--- src/rtl/fft_control_param_if.sv ---
// Handshake and address bus of the radix-4 FFT address/sequencing controller.
// The controller takes the master view. The datapath or bench takes the slave view.
interface fft_control_param_if #(
  parameter int LOG2_NMAX = 10
);
  logic                 iSTART;
  logic                 iABORT;
  logic                 iINV;
  logic [2:0]           iLOG4_SIZE;

  logic [LOG2_NMAX-1:0] oADDR_RD_0;
  logic [LOG2_NMAX-1:0] oADDR_RD_1;
  logic [LOG2_NMAX-1:0] oADDR_RD_2;
  logic [LOG2_NMAX-1:0] oADDR_RD_3;
  logic                 oRD_EN;
  logic [LOG2_NMAX-1:0] oADDR_WR_0;
  logic [LOG2_NMAX-1:0] oADDR_WR_1;
  logic [LOG2_NMAX-1:0] oADDR_WR_2;
  logic [LOG2_NMAX-1:0] oADDR_WR_3;
  logic                 oWR_EN;
  logic [LOG2_NMAX-3:0] oADDR_COEF;
  logic [2:0]           oSTAGE;
  logic                 oINV;
  logic                 oBUSY;
  logic                 oRDY;

  modport master (
    input  iSTART, iABORT, iINV, iLOG4_SIZE,
    output oADDR_RD_0, oADDR_RD_1, oADDR_RD_2, oADDR_RD_3, oRD_EN,
    output oADDR_WR_0, oADDR_WR_1, oADDR_WR_2, oADDR_WR_3, oWR_EN,
    output oADDR_COEF, oSTAGE, oINV, oBUSY, oRDY
  );

  modport slave (
    output iSTART, iABORT, iINV, iLOG4_SIZE,
    input  oADDR_RD_0, oADDR_RD_1, oADDR_RD_2, oADDR_RD_3, oRD_EN,
    input  oADDR_WR_0, oADDR_WR_1, oADDR_WR_2, oADDR_WR_3, oWR_EN,
    input  oADDR_COEF, oSTAGE, oINV, oBUSY, oRDY
  );
endinterface

--- src/rtl/fft_control_param.sv ---
// Radix-4 in-place FFT sequencer.
// It issues one butterfly read per cycle for each stage.
// After each stage it drains for BUT_LAT cycles so that every write of the stage lands
// before the next stage reads.
// Write addresses are the read addresses, delayed through a BUT_LAT-deep shift register.
module fft_control_param #(
  parameter int LOG2_NMAX = 10,  // even, 4..14
  parameter int BUT_LAT   = 4    // >= 1
) (
  input  logic                iCLK,
  input  logic                iRESET,
  fft_control_param_if.master bus
);
  localparam int AW = LOG2_NMAX;
  localparam int BW = LOG2_NMAX - 2;
  localparam int CW = (BUT_LAT > 1) ? $clog2(BUT_LAT) : 1;
  localparam logic [2:0] S_MAX = 3'(LOG2_NMAX / 2);

  localparam logic [1:0] ST_IDLE  = 2'd0;
  localparam logic [1:0] ST_RUN   = 2'd1;
  localparam logic [1:0] ST_DRAIN = 2'd2;
  localparam logic [1:0] ST_DONE  = 2'd3;

  // sequencing state
  logic [1:0]    state_q, state_d;
  logic [2:0]    s_q, s_d;
  logic [BW-1:0] b_q, b_d;
  logic [2:0]    size_q, size_d;
  logic          inv_q, inv_d;
  logic [CW-1:0] cnt_q, cnt_d;

  // registered outputs
  logic                         rd_en_q, rd_en_d;
  logic [3:0][AW-1:0]           rd_addr_q, rd_addr_d;
  logic [BW-1:0]                coef_q, coef_d;
  logic [2:0]                   stage_q, stage_d;
  logic                         inv_out_q, inv_out_d;
  logic                         busy_q, busy_d;
  logic                         rdy_q, rdy_d;
  logic [BUT_LAT-1:0]           wr_en_sr_q, wr_en_sr_d;
  logic [BUT_LAT-1:0][3:0][AW-1:0] wr_addr_sr_q, wr_addr_sr_d;

  logic          abort_act;
  logic          run_ok;
  logic [2:0]    size_clamped;
  logic [AW-1:0] last_b_val;
  logic [3:0]    two_s;
  logic [3:0]    coef_sh;
  logic [AW-1:0] b_ext;
  logic [AW-1:0] low_mask;
  logic [AW-1:0] j_val;
  logic [AW-1:0] g_part;

  // Abort only matters while a transform is in flight; it outranks everything else.
  assign abort_act = bus.iABORT && ((state_q == ST_RUN) || (state_q == ST_DRAIN));
  assign run_ok    = (state_q == ST_RUN) && !abort_act;

  // Clamp the requested stage count into the supported 2..LOG2_NMAX/2 range.
  always_comb begin
    size_clamped = bus.iLOG4_SIZE;
    if (bus.iLOG4_SIZE < 3'd2)
      size_clamped = 3'd2;
    else if (bus.iLOG4_SIZE > S_MAX)
      size_clamped = S_MAX;
  end

  // Butterfly index decomposition. j is b mod 4^s and g is b / 4^s.
  // The read address is g, then k, then j, with the 2-bit k field inserted at bit 2s.
  always_comb begin
    two_s      = {s_q, 1'b0};
    coef_sh    = {size_q, 1'b0} - two_s - 4'd2;
    b_ext      = AW'(b_q);
    low_mask   = (AW'(1) << two_s) - AW'(1);
    j_val      = b_ext & low_mask;
    g_part     = (b_ext >> two_s) << (two_s + 4'd2);
    last_b_val = (AW'(1) << ({size_q, 1'b0} - 4'd2)) - AW'(1);
  end

  // Next-state logic: IDLE -> RUN (N/4 reads) -> DRAIN (BUT_LAT) -> next stage or DONE.
  always_comb begin
    state_d = state_q;
    s_d     = s_q;
    b_d     = b_q;
    size_d  = size_q;
    inv_d   = inv_q;
    cnt_d   = cnt_q;
    case (state_q)
      ST_IDLE: begin
        if (bus.iSTART) begin
          size_d  = size_clamped;
          inv_d   = bus.iINV;
          s_d     = 3'd0;
          b_d     = '0;
          cnt_d   = '0;
          state_d = ST_RUN;
        end
      end
      ST_RUN: begin
        if (b_ext == last_b_val) begin
          cnt_d   = '0;
          state_d = ST_DRAIN;
        end else begin
          b_d = b_q + BW'(1);
        end
      end
      ST_DRAIN: begin
        if (cnt_q == CW'(BUT_LAT - 1)) begin
          if (s_q == size_q - 3'd1) begin
            state_d = ST_DONE;
          end else begin
            s_d     = s_q + 3'd1;
            b_d     = '0;
            state_d = ST_RUN;
          end
        end else begin
          cnt_d = cnt_q + CW'(1);
        end
      end
      default: state_d = ST_IDLE;
    endcase
    if (abort_act)
      state_d = ST_IDLE;
  end

  // Output register inputs follow the current state, so they appear one cycle later.
  always_comb begin
    rd_en_d   = run_ok;
    coef_d    = run_ok ? BW'(j_val << coef_sh) : '0;
    stage_d   = s_q;
    inv_out_d = inv_q;
    busy_d    = !abort_act && ((state_q == ST_RUN) || (state_q == ST_DRAIN));
    rdy_d     = (state_q == ST_DONE);
  end

  genvar gi;

  // One read address per butterfly leg.
  for (gi = 0; gi < 4; gi++) begin : g_lane
    assign rd_addr_d[gi] = run_ok ? (g_part | (AW'(gi) << two_s) | j_val) : '0;
  end

  // Write-side delay line. An abort flushes it so that no stale write escapes.
  for (gi = 0; gi < BUT_LAT; gi++) begin : g_sr
    if (gi == 0) begin : g_head
      assign wr_en_sr_d[gi]   = abort_act ? 1'b0 : rd_en_q;
      assign wr_addr_sr_d[gi] = abort_act ? '0 : rd_addr_q;
    end else begin : g_tail
      assign wr_en_sr_d[gi]   = abort_act ? 1'b0 : wr_en_sr_q[gi-1];
      assign wr_addr_sr_d[gi] = abort_act ? '0 : wr_addr_sr_q[gi-1];
    end
  end

  // Sequencing state flops.
  always_ff @(posedge iCLK or negedge iRESET) begin
    if (!iRESET) begin
      state_q <= ST_IDLE;
      s_q     <= '0;
      b_q     <= '0;
      size_q  <= '0;
      inv_q   <= 1'b0;
      cnt_q   <= '0;
    end else begin
      state_q <= state_d;
      s_q     <= s_d;
      b_q     <= b_d;
      size_q  <= size_d;
      inv_q   <= inv_d;
      cnt_q   <= cnt_d;
    end
  end

  // Output and shift-register flops.
  always_ff @(posedge iCLK or negedge iRESET) begin
    if (!iRESET) begin
      rd_en_q      <= 1'b0;
      rd_addr_q    <= '0;
      coef_q       <= '0;
      stage_q      <= '0;
      inv_out_q    <= 1'b0;
      busy_q       <= 1'b0;
      rdy_q        <= 1'b0;
      wr_en_sr_q   <= '0;
      wr_addr_sr_q <= '0;
    end else begin
      rd_en_q      <= rd_en_d;
      rd_addr_q    <= rd_addr_d;
      coef_q       <= coef_d;
      stage_q      <= stage_d;
      inv_out_q    <= inv_out_d;
      busy_q       <= busy_d;
      rdy_q        <= rdy_d;
      wr_en_sr_q   <= wr_en_sr_d;
      wr_addr_sr_q <= wr_addr_sr_d;
    end
  end

  assign bus.oRD_EN     = rd_en_q;
  assign bus.oADDR_RD_0 = rd_addr_q[0];
  assign bus.oADDR_RD_1 = rd_addr_q[1];
  assign bus.oADDR_RD_2 = rd_addr_q[2];
  assign bus.oADDR_RD_3 = rd_addr_q[3];
  assign bus.oWR_EN     = wr_en_sr_q[BUT_LAT-1];
  assign bus.oADDR_WR_0 = wr_addr_sr_q[BUT_LAT-1][0];
  assign bus.oADDR_WR_1 = wr_addr_sr_q[BUT_LAT-1][1];
  assign bus.oADDR_WR_2 = wr_addr_sr_q[BUT_LAT-1][2];
  assign bus.oADDR_WR_3 = wr_addr_sr_q[BUT_LAT-1][3];
  assign bus.oADDR_COEF = coef_q;
  assign bus.oSTAGE     = stage_q;
  assign bus.oINV       = inv_out_q;
  assign bus.oBUSY      = busy_q;
  assign bus.oRDY       = rdy_q;
endmodule

--- src/flat_wrapper.sv ---
// flat-port wrapper written by rule: the top's interface ports become plain ports
module fft_control_param_flat 
#(
  parameter int LOG2_NMAX = 10,                
  parameter int BUT_LAT   = 4           
)
  (iCLK, iRESET, bus_iSTART, bus_iABORT, bus_iINV, bus_iLOG4_SIZE, bus_oADDR_RD_0, bus_oADDR_RD_1, bus_oADDR_RD_2, bus_oADDR_RD_3, bus_oRD_EN, bus_oADDR_WR_0, bus_oADDR_WR_1, bus_oADDR_WR_2, bus_oADDR_WR_3, bus_oWR_EN, bus_oADDR_COEF, bus_oSTAGE, bus_oINV, bus_oBUSY, bus_oRDY);
  fft_control_param_if #(.LOG2_NMAX(LOG2_NMAX)) bus_i ();
  input  logic iCLK;
  input  logic iRESET;
  input wire logic [$bits(bus_i.iSTART)-1:0] bus_iSTART;
  input wire logic [$bits(bus_i.iABORT)-1:0] bus_iABORT;
  input wire logic [$bits(bus_i.iINV)-1:0] bus_iINV;
  input wire logic [$bits(bus_i.iLOG4_SIZE)-1:0] bus_iLOG4_SIZE;
  output wire logic [$bits(bus_i.oADDR_RD_0)-1:0] bus_oADDR_RD_0;
  output wire logic [$bits(bus_i.oADDR_RD_1)-1:0] bus_oADDR_RD_1;
  output wire logic [$bits(bus_i.oADDR_RD_2)-1:0] bus_oADDR_RD_2;
  output wire logic [$bits(bus_i.oADDR_RD_3)-1:0] bus_oADDR_RD_3;
  output wire logic [$bits(bus_i.oRD_EN)-1:0] bus_oRD_EN;
  output wire logic [$bits(bus_i.oADDR_WR_0)-1:0] bus_oADDR_WR_0;
  output wire logic [$bits(bus_i.oADDR_WR_1)-1:0] bus_oADDR_WR_1;
  output wire logic [$bits(bus_i.oADDR_WR_2)-1:0] bus_oADDR_WR_2;
  output wire logic [$bits(bus_i.oADDR_WR_3)-1:0] bus_oADDR_WR_3;
  output wire logic [$bits(bus_i.oWR_EN)-1:0] bus_oWR_EN;
  output wire logic [$bits(bus_i.oADDR_COEF)-1:0] bus_oADDR_COEF;
  output wire logic [$bits(bus_i.oSTAGE)-1:0] bus_oSTAGE;
  output wire logic [$bits(bus_i.oINV)-1:0] bus_oINV;
  output wire logic [$bits(bus_i.oBUSY)-1:0] bus_oBUSY;
  output wire logic [$bits(bus_i.oRDY)-1:0] bus_oRDY;
  assign bus_i.iSTART = bus_iSTART;
  assign bus_i.iABORT = bus_iABORT;
  assign bus_i.iINV = bus_iINV;
  assign bus_i.iLOG4_SIZE = bus_iLOG4_SIZE;
  assign bus_oADDR_RD_0 = bus_i.oADDR_RD_0;
  assign bus_oADDR_RD_1 = bus_i.oADDR_RD_1;
  assign bus_oADDR_RD_2 = bus_i.oADDR_RD_2;
  assign bus_oADDR_RD_3 = bus_i.oADDR_RD_3;
  assign bus_oRD_EN = bus_i.oRD_EN;
  assign bus_oADDR_WR_0 = bus_i.oADDR_WR_0;
  assign bus_oADDR_WR_1 = bus_i.oADDR_WR_1;
  assign bus_oADDR_WR_2 = bus_i.oADDR_WR_2;
  assign bus_oADDR_WR_3 = bus_i.oADDR_WR_3;
  assign bus_oWR_EN = bus_i.oWR_EN;
  assign bus_oADDR_COEF = bus_i.oADDR_COEF;
  assign bus_oSTAGE = bus_i.oSTAGE;
  assign bus_oINV = bus_i.oINV;
  assign bus_oBUSY = bus_i.oBUSY;
  assign bus_oRDY = bus_i.oRDY;
  fft_control_param #(.LOG2_NMAX(LOG2_NMAX), .BUT_LAT(BUT_LAT)) u_core (.iCLK(iCLK), .iRESET(iRESET), .bus(bus_i));
endmodule
--- config.mk ---
export PLATFORM = sky130hd
export DESIGN_NAME = fft_control_param_flat
export DESIGN_NICKNAME = d
export VERILOG_FILES = /design/src/rtl/fft_control_param_if.sv /design/src/rtl/fft_control_param.sv /design/src/flat_wrapper.sv
export SDC_FILE = /design/constraint.sdc
export NUM_CORES = 1
export LEC_CHECK = 0
export ABC_AREA = 1
export BUFFER_PORTS_ARGS = -buffer_cell sky130_fd_sc_hd__buf_2
export CAP_MARGIN = 20
export CORE_AREA = 3 3 112 114
export DETAILED_ROUTE_END_ITERATION = 16
export DIE_AREA = 0 0 115 117
export GPL_TIMING_DRIVEN = 0
export PLACE_DENSITY_LB_ADDON = 0.05
export RECOVER_POWER = 25
export SETUP_SLACK_MARGIN = 0.3
export SYNTH_ARGS = -nofsm -noshare
export SYNTH_HDL_FRONTEND = slang
export SYNTH_SLANG_ARGS = --single-unit
--- constraint.sdc ---
create_clock -name iCLK -period 2.63 [get_ports iCLK]
set_input_delay 0.1315 -clock iCLK [delete_from_list [all_inputs] [get_ports iCLK]]
set_output_delay 0.1315 -clock iCLK [all_outputs]
set_load 0.02 [all_outputs]
Word-level counts from Yosys, hierarchy flattened
Cells that the tools add are included.
{"block": "word_totals", "regBits": 238, "output_inout_bits": 96, "wordCells": 124}
{"block": "op_classes", "addsub": 10, "magnitude_cmp": 2, "n_eq_ne": 15, "n_shift": 8, "muxes": 34, "n_bitwise": 9, "reduce_logical": 13}
{"operator": "$mux W40", "n": 4}
{"operator": "$or A10 B10 Y10", "n": 8}
{"operator": "$mux W10", "n": 4}
{"operator": "$mux W8", "n": 5}
{"operator": "$shl A1 B4 Y10 const A", "n": 3}
{"operator": "$pmux W8 S3", "n": 1}
{"operator": "$shl A2 B4 Y10 const A", "n": 2}
{"operator": "$sub A10 B2 Y10 const B", "n": 2}
{"operator": "$mux W2", "n": 8}
{"operator": "$mux W3", "n": 5}
{"operator": "$ne A2 B2 Y1 const B", "n": 6}
{"operator": "$pmux W2 S3", "n": 2}
{"operator": "$and A8 B10 Y10", "n": 1}
{"operator": "$eq A8 B10 Y1", "n": 1}
{"operator": "$shl A10 B4 Y10", "n": 1}
{"operator": "$shl A10 B4 Y8", "n": 1}
{"operator": "$shr A8 B4 Y10", "n": 1}
{"operator": "$ne A3 B2 Y1 const B", "n": 3}
{"operator": "$add A8 B1 Y8 const B", "n": 1}
{"operator": "$reduce_and A4 Y1", "n": 2}
{"operator": "$sub A4 B2 Y4 const B", "n": 2}
{"operator": "$eq A2 B2 Y1 const B", "n": 3}
{"operator": "$pmux W3 S2", "n": 1}
{"operator": "$reduce_and A5 Y1", "n": 1}
{"operator": "18 further kinds", "n": 23}

Depth between registers and ports, before layout
Gate-level depths: netlist of run 1.
{"block": "logic_depth", "ltp_word": 7, "depth_mapped": 20, "mapped_depth_nobuf": 20}

Worst setup path after synthesis of run 1
Ideal clock, no wire load.
{"block": "synth_timing", "path_kind": "register to register", "startpoint": "register u_core.size_q[0]", "endpoint": "register u_core.b_q[5]", "setup_ps": 74, "arrival_ps": 2157, "required_ps": 2556, "path_slack_ps": 399, "stages_incl_launch_ff": 20, "path_buffers": 1, "synth_period_minus_slack_ps": 2231, "path_cell_list": "dfrtp_1 inv_1 ha_1 inv_1 nand2_1 nand3_2 ha_1 inv_1 nand2_1 nand2_1 nor2_1 nand3_1 nor2_1 nand2_1 inv_1 nand4_1 nand2_2 buf_6 nand2_1 o21ai_2"}
{"block": "synth_between", "elab_chain_len": 6}
{"item": "start, declared", "line": "fft_control_param.sv:28", "source": "logic [2:0] size_q, size_d;"}
{"item": "start signal, assigned", "line": "fft_control_param.sv:166", "source": "size_q <= size_d;"}
{"item": "$sub A4 B2 Y4", "line": "fft_control_param.sv:76", "source": "last_b_val = (AW'(1) << ({size_q, 1'b0} - 4'd2)) - AW'(1);"}
{"item": "$shl A1 B4 Y10", "line": "fft_control_param.sv:76"}
{"item": "$sub A10 B2 Y10", "line": "fft_control_param.sv:76"}
{"item": "$eq A8 B10 Y1", "line": "fft_control_param.sv:99", "source": "if (b_ext == last_b_val) begin"}
{"item": "$ne A2 B2 Y1 (no source line)"}
{"item": "$reduce_and A5 Y1 (no source line) (*)"}
{"item": "end signal, assigned", "line": "fft_control_param.sv:158", "source": "b_q <= '0;"}
{"item": "end signal, assigned", "line": "fft_control_param.sv:165", "source": "b_q <= b_d;"}
{"item": "end, declared", "line": "fft_control_param.sv:27", "source": "logic [BW-1:0] b_q, b_d;"}
Mark *: on every way between the ends. The rest lies on a longest branch, timed or not.
A chain may end at the register's enable or synchronous reset.

Final worst setup path of run 1
{"block": "layout_timing", "startpoint": "register u_core.s_q[0]", "endpoint": "register u_core.coef_q[6], in the netlist u_core.bus.oADDR_COEF[6]"}
{"block": "layout_between", "elab_chain_len": 5}
{"item": "start, declared", "line": "fft_control_param.sv:26", "source": "logic [2:0] s_q, s_d;"}
{"item": "start signal, assigned", "line": "fft_control_param.sv:157", "source": "s_q <= '0;"}
{"item": "start signal, assigned", "line": "fft_control_param.sv:164", "source": "s_q <= s_d;"}
{"item": "branches (longest 3 deep; another with $sub A4 B4 Y4)"}
{"item": "$shl A10 B4 Y8 (*)", "line": "fft_control_param.sv:128", "source": "coef_d = run_ok ? BW'(j_val << coef_sh) : '0;"}
{"item": "$mux W8 (*)", "line": "fft_control_param.sv:128"}
{"item": "named net u_core.coef_d[6]", "line": "fft_control_param.sv:35", "source": "logic [BW-1:0] coef_q, coef_d;"}
{"item": "end signal, assigned", "line": "fft_control_param.sv:187", "source": "coef_q <= coef_d;"}
{"item": "end, declared", "line": "fft_control_param.sv:35"}
Mark *: on every way through the listed nets, which the timed path passes.

==> reports/metrics.yaml, run 1 <==
dp_hpwl_mm: 9.92
place_congestion: 0.880
start_util_pct: 55.5
synthToLayoutAreaGrowth_pct: 24.7
globalRouteTotalUtil_pct: 21.6
drv_cap: 0
cts.htree.levels: 4
critical_path.max_stage_delay_ns: 0.38
cts_buffers: 17
crit_path_cell_trace: "clkbuf_1 -> ha_1 -> nand2_1 -> ha_2 -> or2_1 -> a21oi_1 -> inv_1 -> o21ai_1 -> a21oi_1 -> a211oi_2"
synth_cell_types: 37
rr_worst_depth: 10
design_area_um2: 7970
io_pins: 104
io_buffers: 103
synth_edf_count: 0
fin_nets: 903
period_share_pct: 87.3
synthFlopType: "dfrtp_1"
wl_met1_mm: 5.31
vdd_drop_max_uv: 798
drive_above_1_share_pct: 28.4
holdWs_ns: 0.0192
cp_num_buf_inv: 2
dieHeight_um: 117
avgSynthCellArea_um2: 8.72
dr_wl_met2_mm: 7.31
synth-async-reset-ratio_pct: 100
diodes: 0
crit_slowest_cell: "dfrtp_2"
grt_max_degree: 84
grt_setup_unrepaired: "yes"
crit_top_cell: "a21oi_1"
cts_num_sinks: 138
drt.antenna.violating_nets: 0
synth_nets: 762
reg2reg_to: "u_core.bus.oADDR_COEF[6]"
met3WireLength_um: 637
multi_input_area_um2: 2020
cp.arrival_ns: 2.62
first_pass_iters: 5
grt_pass1_wl_mm: 22.2
drtIter0Drc: 328
netlist_top_cells_count: "inv_1 (140), dfrtp_1 (138), nor2_1 (122)"
top_layer_used: "met4"
grt_overflow: 0
final_cells: 1030
register_area_um2: 3450
synth_area_um2: 6390
ys_ff_latch: 138
timing.rr.start: "u_core.s_q[0]"
skew_ns: 0.00806
report.final.slew_viol_count: 0
wl_per_cell_um: 13.4
die-area_um2: 13500
run_status: "finished clean"
seq_area_frac_synth_pct: 54.0
vias_per_cell: 4.83
fp-row-count: 39
r2r_setup_slack_ns: 0.33
synth.area.top_cells: "dfrtp_1 (54%), inv_1 (8.2%), buf_4 (7.2%)"
setup_viol: 0
power_leakage_nw: 4.25
core_area_um2: 11500
syn-instance-count: 733
fp.dieW_um: 115
worstSetupPathType: "reg -> reg"
grt_pass1_vias: 4778
dpl_cell_area_um2: 7120
yosysWarnings: 0
clock_latency_ns: 0.41
period_minus_slack_ns: 2.30
num_vias: 4977
maxSlewHeadroom_pct: 8.36
holdPathStages: 3
powerDensity_nw_per_um2: 1080
routed_wl_mm: 13.8
fmax_ghz: 0.435
n_fill_cell: 930
cp-start-kind: "flip-flop"
fin_setup_tns_ns: 0
drc: 0
hold_path_end: "u_core.size_q[2]"
required_ns: 2.95
cts_tree: "yes"
path_delay_family: "compound AO/OA/AOI/OAI gates"
antenna_found_initial: 0
clk_path_buf_depth: 2
dp_cells: 980
synth_top_area_cell: "dfrtp_1"
crit_path_max_fanout: 7
worstHoldStart: "bus_iLOG4_SIZE[2]"
worst_pin_slew_ns: 1.37
worstSetupPathDepth: 10
synth.most_common_cell: "inv_1"
synth.top_cell.area_share_pct: 54.0
cts_root_buf: "clkbuf_16"
path_clk_slew_ns: 0.06
min_path_type: "in -> reg"
critPathCaptureType: "flip-flop"
hold_viol_final: 0
-- layout by cell type, fill, tap and decap left out, drive strengths merged --
cell type | synthesis | layout
clkinvlp | 0 | 3
o21a | 2 | 2
nor4 | 3 | 3
a31oi | 6 | 6
dlygate4sd3 | 0 | 3
or2 | 4 | 4
xor2 | 3 | 3
nand3 | 29 | 29
o21ai | 32 | 32
nand2 | 103 | 103
a41oi | 1 | 1
inv | 145 | 152
xnor2 | 2 | 2
ha | 20 | 20
fa | 1 | 1
o21bai | 2 | 2
clkinv | 1 | 5
a211oi | 2 | 2
nor2 | 122 | 122
a21o | 1 | 1
a21oi | 22 | 22
buf | 68 | 170
nand3b | 1 | 1
o211ai | 2 | 2
nand4 | 5 | 5
clkbuf | 8 | 43
nor3 | 2 | 2
o22ai | 8 | 8
dfrtp | 138 | 138
-- power breakdown --
group / internal, mW / total [mW] / switching (mW) / leakage (nW)
Clock: 1.27 / 2.22 / 0.953 / 0.271
Sequential: 2.51 / 2.74 / 0.232 / 1.90
Combinational: 1.31 / 3.66 / 2.35 / 2.08
-- metrics by stage --
stage / power, mW / setup WS [ns] / util [%]
floorplan: 5.03 / 0.399 / -
global placement: 5.84 / -0.272 / 61.5
detailed placement: 5.94 / -0.0372 / 61.8
CTS: 8.33 / 0.302 / 67.8
global route: 9.24 / 0.175 / 69.2
finish: 8.63 / 0.333 / 69.2
-- cell type report --
cell class / instances / area share [%]
multi-input combinational: 373 / 25.3
inverter: 146 / 6.95
sequential: 138 / 43.3
buffer: 76 / 6.58
timing repair buffer: 122 / 8.41
tap: 143 / 2.24
clock buffer: 18 / 5.51
clock inverter: 14 / 1.65
-- layer usage --
metal,GRT usage (%),vias to the layer above
li1,-,2445
met1,23.1,2350
met2,39.7,148
met3,4.42,34
met4,11.9,0
met5,0,-
-- kinds of logic after synthesis --
logic type	count (synthesis)	share of synthesized area, %
AO/OA/AOI/OAI	78	6.97
XOR/XNOR	5	0.685
adder cells (fa/ha/maj)	21	4.23
buffers and inverters	222	16.8
flip-flops	138	54.0
AND/OR/NAND/NOR	269	17.3
-- registers in the layout, indices dropped and copies added (netlist names), 2 cells and up --
signal / cells
u_core.wr_addr_sr_q: 60
u_core.bus.oADDR_RD_0: 10
u_core.bus.oADDR_WR_0: 10
u_core.b_q: 8
u_core.bus.oADDR_COEF: 8
u_core.bus.oADDR_RD_1: 5
u_core.bus.oADDR_RD_2: 5
u_core.bus.oADDR_WR_1: 5
u_core.bus.oADDR_WR_2: 5
u_core.wr_en_sr_q: 4
u_core.bus.oSTAGE: 3
u_core.s_q: 3
u_core.size_q: 3
u_core.cnt_q: 2
u_core.state_q: 2
-- worst min-delay path, stage by stage --
cell	delay, ns
buf_2	0.10
nor2_1	0.05
a21oi_1	0.11
-- worst max-delay path by stage --
| stage | slack, ns | endpoint | start |
|---|---|---|---|
| after CTS | 0.30 | u_core.b_q[5] | u_core.size_q[1] |
| after global routing | 0.17 | u_core.b_q[6] | u_core.size_q[1] |
| after global placement | -0.27 | u_core.state_q[1] | iRESET |
| final | 0.33 | u_core.bus.oADDR_COEF[6] | u_core.s_q[0] |
| after floorplan | 0.40 | u_core.b_q[5] | u_core.size_q[0] |
| after detailed placement | -0.04 | u_core.cnt_q[0] | u_core.size_q[0] |
-- timing repair --
action | in CTS | in global routing
gates resized for setup | 10 | 43
hold endpoints to repair | 57 | 0
hold buffers | 3 | 0
pin swaps | 3 | 12
endpoints found under the setup margin | 16 | 27
gates cloned | 0 | 1
buffers inserted | 9 | 5
(Power assumes the default switching activity.)
==> run 2, diff against run 1 <==
Settings changed: BUFFER_PORTS_ARGS -buffer_cell sky130_fd_sc_hd__buf_2 to -buffer_cell sky130_fd_sc_hd__buf_4, TNS_END_PERCENT from default to 1.
==> reports/metrics.yaml, run 2 (synthesis results as in run 1) <==
antenna_found_initial: 0  # unchanged
most-common-layout-cells: "buf_4 (155), inv_1 (138), dfrtp_1 (137), nor2_1 (121), nand2_1 (94)"
holdPathStages: 3  # unchanged
seq_power_share_pct: 31.7  # about the same
report.final.slew_viol_count: 0  # unchanged
swShare_pct: 39.1  # -1.8 points
setup_viol: 0  # unchanged
crit_path_max_fanout: 10  # +3
grt_setup_unrepaired: "yes"
timing.rr.start: "u_core.size_q[1]"
worst_pin_slew_ns: 1.26  # -0.117 ns
powerDensity_nw_per_um2: 1070  # -1.5%
hold_viol_final: 0  # unchanged
cp_num_buf_inv: 5  # +3
rr_worst_depth: 20  # +10
drive_above_1_share_pct: 25.2  # -3.2 points
period_share_pct: 89.5  # +2.1 points
fin_util_pct: 70.1  # +0.90 points
crit_slowest_cell: "dfrtp_1"
vias_per_cell: 4.77  # -1.3%
critical_path.max_stage_delay_ns: 0.38  # about the same
fin_nets: 897  # -0.66%
grt_pass1_wl_mm: 22.4  # +0.71%
skew_ns: 0.0111  # +0.00307 ns
fp.dieW_um: 115  # unchanged
critPathCaptureType: "flip-flop"
first_pass_iters: 5  # unchanged
diodes: 0  # unchanged
wl_per_cell_um: 13.5  # +0.73%
grt_max_degree: 89  # +6.0%
crit_path_cell_trace: "inv_2 -> ha_4 -> inv_1 -> nand2_2 -> nand2_4 -> nand2_2 -> ha_4 -> inv_1 -> nand2_1 -> nand2_1 -> nor2_1 -> nand3_1 -> nor2_1 -> nand2_1 -> inv_1 -> nand4_1 -> nand2_2 -> buf_6 -> nand2_1 -> o21ai_2"
io_buffers: 103  # unchanged
min_path_type: "in -> reg"
num_vias: 4884  # -1.9%
dp_hpwl_mm: 10.2  # +2.4%
p_clk_share_pct: 27.9  # +2.2 points
cp-start-kind: "flip-flop"
cts_tree: "yes"
cts_buffers: 17  # unchanged
final_common_cell: "buf_4"
drc: 0  # unchanged
reg2reg_to: "u_core.b_q[5]"
worstHoldStart: "bus_iLOG4_SIZE[0]"
largest-register: "u_core.wr_addr_sr_q"
io_pins: 104  # unchanged
power_leakage_nw: 4.20  # -1.1%
crit_top_cell: "nand2_1"
cts.htree.levels: 4  # unchanged
fp-row-count: 39  # unchanged
r2r_setup_slack_ns: 0.28  # -0.06 ns
dieHeight_um: 117  # unchanged
fin_ws_ns: 0.277  # -0.0560 ns
intPower_mw: 5.24  # +2.9%
comb_power_share_pct: 40.4  # -2.1 points
pre_cts_ws_ns: -0.0548  # -0.0176 ns
vdd_drop_max_uv: 837  # +5.0%
clk_path_buf_depth: 2  # unchanged
path_delay_family: "simple AND/OR/NAND/NOR gates"
path_clk_slew_ns: 0.06  # about the same
drt.antenna.violating_nets: 0  # unchanged
drv_cap: 0  # unchanged
grt_overflow: 0  # unchanged
fmax_ghz: 0.425  # -2.4%
globalRouteTotalUtil_pct: 21.6  # +0.092 points
synthToLayoutAreaGrowth_pct: 26.3
worstSetupPathType: "reg -> reg"
required_ns: 2.97  # +0.02 ns
largest_register_ffs: 60  # unchanged
cp.arrival_ns: 2.70  # +0.08 ns
run_status: "finished clean"
routed_wl_mm: 13.9  # +0.14%
drtIter0Drc: 298  # -9.1%
core_area_um2: 11500  # unchanged
dp_cells: 980  # unchanged
hold_path_end: "u_core.size_q[0]"
final_cells: 1024  # -0.58%
switching_power_mw: 3.37  # -4.7%
n_fill_cell: 906  # -2.6%
period_minus_slack_ns: 2.35  # +0.0560 ns
place_congestion: 0.910  # +3.4%
maxSlewHeadroom_pct: 16.2  # +7.8 points
start_util_pct: 55.5  # unchanged
grt_pass1_vias: 4732  # -0.96%
fin_setup_tns_ns: 0  # unchanged
clock_latency_ns: 0.41  # about the same
cts_num_sinks: 138  # unchanged
die-area_um2: 13500  # unchanged
worstSetupPathDepth: 20  # +10
cts_root_buf: "clkbuf_16"
[run 2: changes by cell type in the layout (fill, tap and decap cells not counted), sizes merged]
cell,previous run,this run
clkinv,5,2
buf,170,163
bufinv,0,2
clkbuf,43,44
dlygate4sd3,3,4
[run 2: worst max path at each step]
| stage | from | endpoint | slack, ns |
|---|---|---|---|
| 2_1_floorplan | u_core.size_q[0] | u_core.b_q[5] | 0.40 |
| 3_3_place_gp | u_core.size_q[0] | u_core.cnt_q[1] | 0.03 |
| 3_5_place_dp | u_core.size_q[0] | u_core.cnt_q[0] | -0.05 |
| 4_1_cts | u_core.size_q[1] | u_core.cnt_q[0] | 0.23 |
| 5_1_grt | u_core.size_q[1] | u_core.cnt_q[0] | 0.14 |
| 6_report | u_core.size_q[1] | u_core.b_q[5] | 0.28 |
[run 2: power by group through the flow]
stage,clock network (mW),registers (mW),logic (mW)
after detailed placement,0,2.78,3.32
after global routing,2.54,2.78,3.88
after global placement,0,2.76,3.22
after floorplan,0,2.88,2.15
after CTS,2.44,2.73,3.45
final,2.40,2.73,3.48
[run 2: worst min-delay path, delay by kind of cell]
family | cells | cell delay [ns]
buffers and inverters | 1 | 0.08
AO/OA/AOI/OAI | 2 | 0.15
[run 2: cell type report]
cell class	count	area [µm²]	area share (%)
Tap cell	143	179	2.22
Timing Repair Buffer	116	838	10.4
Inverter	146	552	6.83
Clock inverter	13	155	1.92
Buffer	76	524	6.49
Multi-Input combinational cell	373	1920	23.8
Clock buffer	19	453	5.61
Sequential cell	138	3450	42.8
[run 2: layer usage]
| layer | GRT usage (%) | wire, µm | vias up |
|---|---|---|---|
| met3 | 4.73 | 639 | 30 |
| met4 | 11.4 | 521 | 0 |
| met5 | 0 | 0 | - |
| met1 | 23.9 | 5510 | 2268 |
| li1 | - | - | 2440 |
| met2 | 39.1 | 7190 | 146 |
[run 2: timing repair]
item,4_1_cts,5_1_grt
resized for setup,8,10
buffers inserted,7,1
hold buffers,4,0
cloned,0,0
hold endpoints to repair,53,0
endpoints found under the setup margin,19,28
pin swaps,3,1
[run 2: per-stage QoR]
stage	area (µm²)	power (mW)	hold WS, ns
final	8080	8.61	0.0122
after global routing	8080	9.19	0.0354
after CTS	8090	8.63	0.00449
after detailed placement	7380	6.10	0.104
after global placement	7340	5.98	0.297
after floorplan	6390	5.03	-0.164
==> run 3, diff against run 2 <==
Settings changed: CORE_AREA 3 3 112 114 to 3 3 150 152, DIE_AREA 0 0 115 117 to 0 0 153 155.
==> reports/metrics.yaml, run 3 (synthesis results as in run 1) <==
run_status: "finished clean"
grt_overflow: 0  # unchanged
clk_path_buf_depth: 2  # unchanged
drc: 0  # unchanged
core_area_um2: 21200  # +84%
power_leakage_nw: 4.24  # +0.92%
required_ns: 2.95  # -0.02 ns
largest-register: "u_core.wr_addr_sr_q"
path_clk_slew_ns: 0.06  # about the same
cp.arrival_ns: 2.60  # -0.10 ns
grt_max_degree: 96  # +7.9%
dp_hpwl_mm: 11.3  # +11%
io_buffers: 103  # unchanged
p_total_mw: 8.94  # +3.8%
min_path_type: "in -> reg"
globalRouteTotalUtil_pct: 13.5  # -8.1 points
drv_cap: 0  # unchanged
cp_num_buf_inv: 3  # -2
final_cells: 1162  # +13%
clock_latency_ns: 0.41  # about the same
place_congestion: 0.837  # -8.0%
drtIter0Drc: 171  # -43%
start_util_pct: 30.2  # -25 points
cts_tree: "yes"
crit_path_max_fanout: 5  # -5
wl_per_cell_um: 13.3  # -1.9%
most-common-layout-cells: "buf_4 (154), dfrtp_1 (137), inv_1 (135), nor2_1 (120), nand2_1 (94)"
grt_setup_unrepaired: "yes"
holdWs_ns: 0.0193  # +0.00715 ns
die-area_um2: 23700  # +76%
worstSetupPathType: "reg -> reg"
critical_path.max_stage_delay_ns: 0.39  # about the same
powerDensity_nw_per_um2: 1070  # about the same
io_pins: 104  # unchanged
dieHeight_um: 155  # +32%
report.final.slew_viol_count: 0  # unchanged
fp-row-count: 53  # +36%
hold_viol_final: 0  # unchanged
setup_viol: 0  # unchanged
grt_pass1_vias: 4804  # +1.5%
critPathCaptureType: "flip-flop"
dp_cells: 1112  # +13%
fin_util_pct: 39.6  # -31 points
maxSlewHeadroom_pct: 26.1  # +10 points
fin_nets: 903  # +0.67%
synthToLayoutAreaGrowth_pct: 31.1
first_pass_iters: 4  # -1
vias_per_cell: 4.11  # -14%
worst_pin_slew_ns: 1.11  # -0.150 ns
diodes: 0  # unchanged
antenna_found_initial: 0  # unchanged
cp-start-kind: "flip-flop"
fp.dieW_um: 153  # +33%
drt.antenna.violating_nets: 0  # unchanged
fmax_ghz: 0.439  # +3.4%
num_vias: 4776  # -2.2%
final_common_cell: "buf_4"
cts.htree.levels: 4  # unchanged
period_minus_slack_ns: 2.28  # -0.0766 ns
vdd_drop_max_uv: 471  # -44%
grt_pass1_wl_mm: 25.3  # +13%
largest_register_ffs: 60  # unchanged
crit_path_cell_trace: "clkbuf_1 -> buf_4 -> ha_1 -> nand2_1 -> ha_2 -> or2_1 -> a21oi_2 -> inv_1 -> o21ai_1 -> a21oi_1 -> a211oi_2"
drive_above_1_share_pct: 26.0  # +0.84 points
path_delay_family: "compound AO/OA/AOI/OAI gates"
routed_wl_mm: 15.4  # +11%
cts_num_sinks: 138  # unchanged
cts_root_buf: "clkbuf_16"
crit_slowest_cell: "dfrtp_2"
r2r_setup_slack_ns: 0.35  # +0.08 ns
period_share_pct: 86.6  # -2.9 points
skew_ns: 0.0139  # +0.00278 ns
cts_buffers: 17  # unchanged
==> run 3: cell count changes in the layout (fill, tap and decap cells not counted), sizes merged <==
cell,delta
clkbuf,+2
inv,-3
dlygate4sd3,+2
clkinv,+2
bufinv,+1
clkinvlp,+1
buf,+1
==> run 3: repair_timing <==
action / in CTS / in global routing
hold buffers: 6 / 0
setup buffers: 10 / 1
setup endpoints to repair: 24 / 31
resized for setup: 14 / 27
pin swaps: 5 / 9
gates cloned: 0 / 1
endpoints found under the hold margin: 47 / 0
==> run 3: metrics by stage <==
stage	setup TNS, ns	instance area, µm²	setup slack (ns)
4_1_cts	0	8340	0.293
5_1_grt	0	8380	0.168
3_3_place_gp	-1.19	7510	-0.129
6_report	0	8380	0.353
3_5_place_dp	-1.00	7540	-0.120
2_1_floorplan	0	6390	0.399
==> run 3: metal layers <==
layer  routed length, µm  share of wire (%)  GRT usage (%)  up-vias
met3                 586                3.8           2.78        6
met1                6300                 41           15.4     2225
li1                    -                  -              -     2448
met4                 167                1.1           5.81        0
met2                8390                 54           24.6       97
met5                   0                  0              0        -
==> run 3: cell type report <==
| cell class | instances | area, µm² |
|---|---|---|
| Inverter | 146 | 559 |
| Fill cell | 2100 | 12800 |
| Clock buffer | 18 | 429 |
| Clock inverter | 14 | 188 |
| Tap cell | 275 | 344 |
| Sequential cell | 138 | 3450 |
| Multi-Input combinational cell | 373 | 1990 |
| Buffer | 76 | 524 |
| Timing Repair Buffer | 122 | 885 |
==> run 3: path summary, 6_finish.rpt <==
kind                              startpoint                        to  cells after the start
max in group asynchronous             iRESET             u_core.s_q[0]                      3
hold reg to reg             u_core.inv_out_d           u_core.bus.oINV                      0
setup reg to reg               u_core.s_q[0]  u_core.bus.oADDR_COEF[6]                     11
setup / recovery               u_core.s_q[0]  u_core.bus.oADDR_COEF[6]                     11
hold / removal             bus_iLOG4_SIZE[1]          u_core.size_q[0]                      3
min in group asynchronous             iRESET  u_core.bus.oADDR_WR_1[4]                      2
==> run 3: worst reg2reg max path: stages, from the launching register on <==
cell and delay [ns]:
dfrtp_2 0.39, clkbuf_1 0.21, buf_4 0.20, ha_1 0.14
nand2_1 0.12, ha_2 0.23, or2_1 0.24, a21oi_2 0.17
inv_1 0.11, o21ai_1 0.13, a21oi_1 0.06, a211oi_2 0.18
==> run 3: report_power, final <==
group          internal, mW  switching [mW]  leakage (nW)
Sequential             2.51           0.228          1.90
Clock                  1.52           0.978         0.291
Combinational          1.37            2.33          2.05
Total                  5.40            3.54          4.24
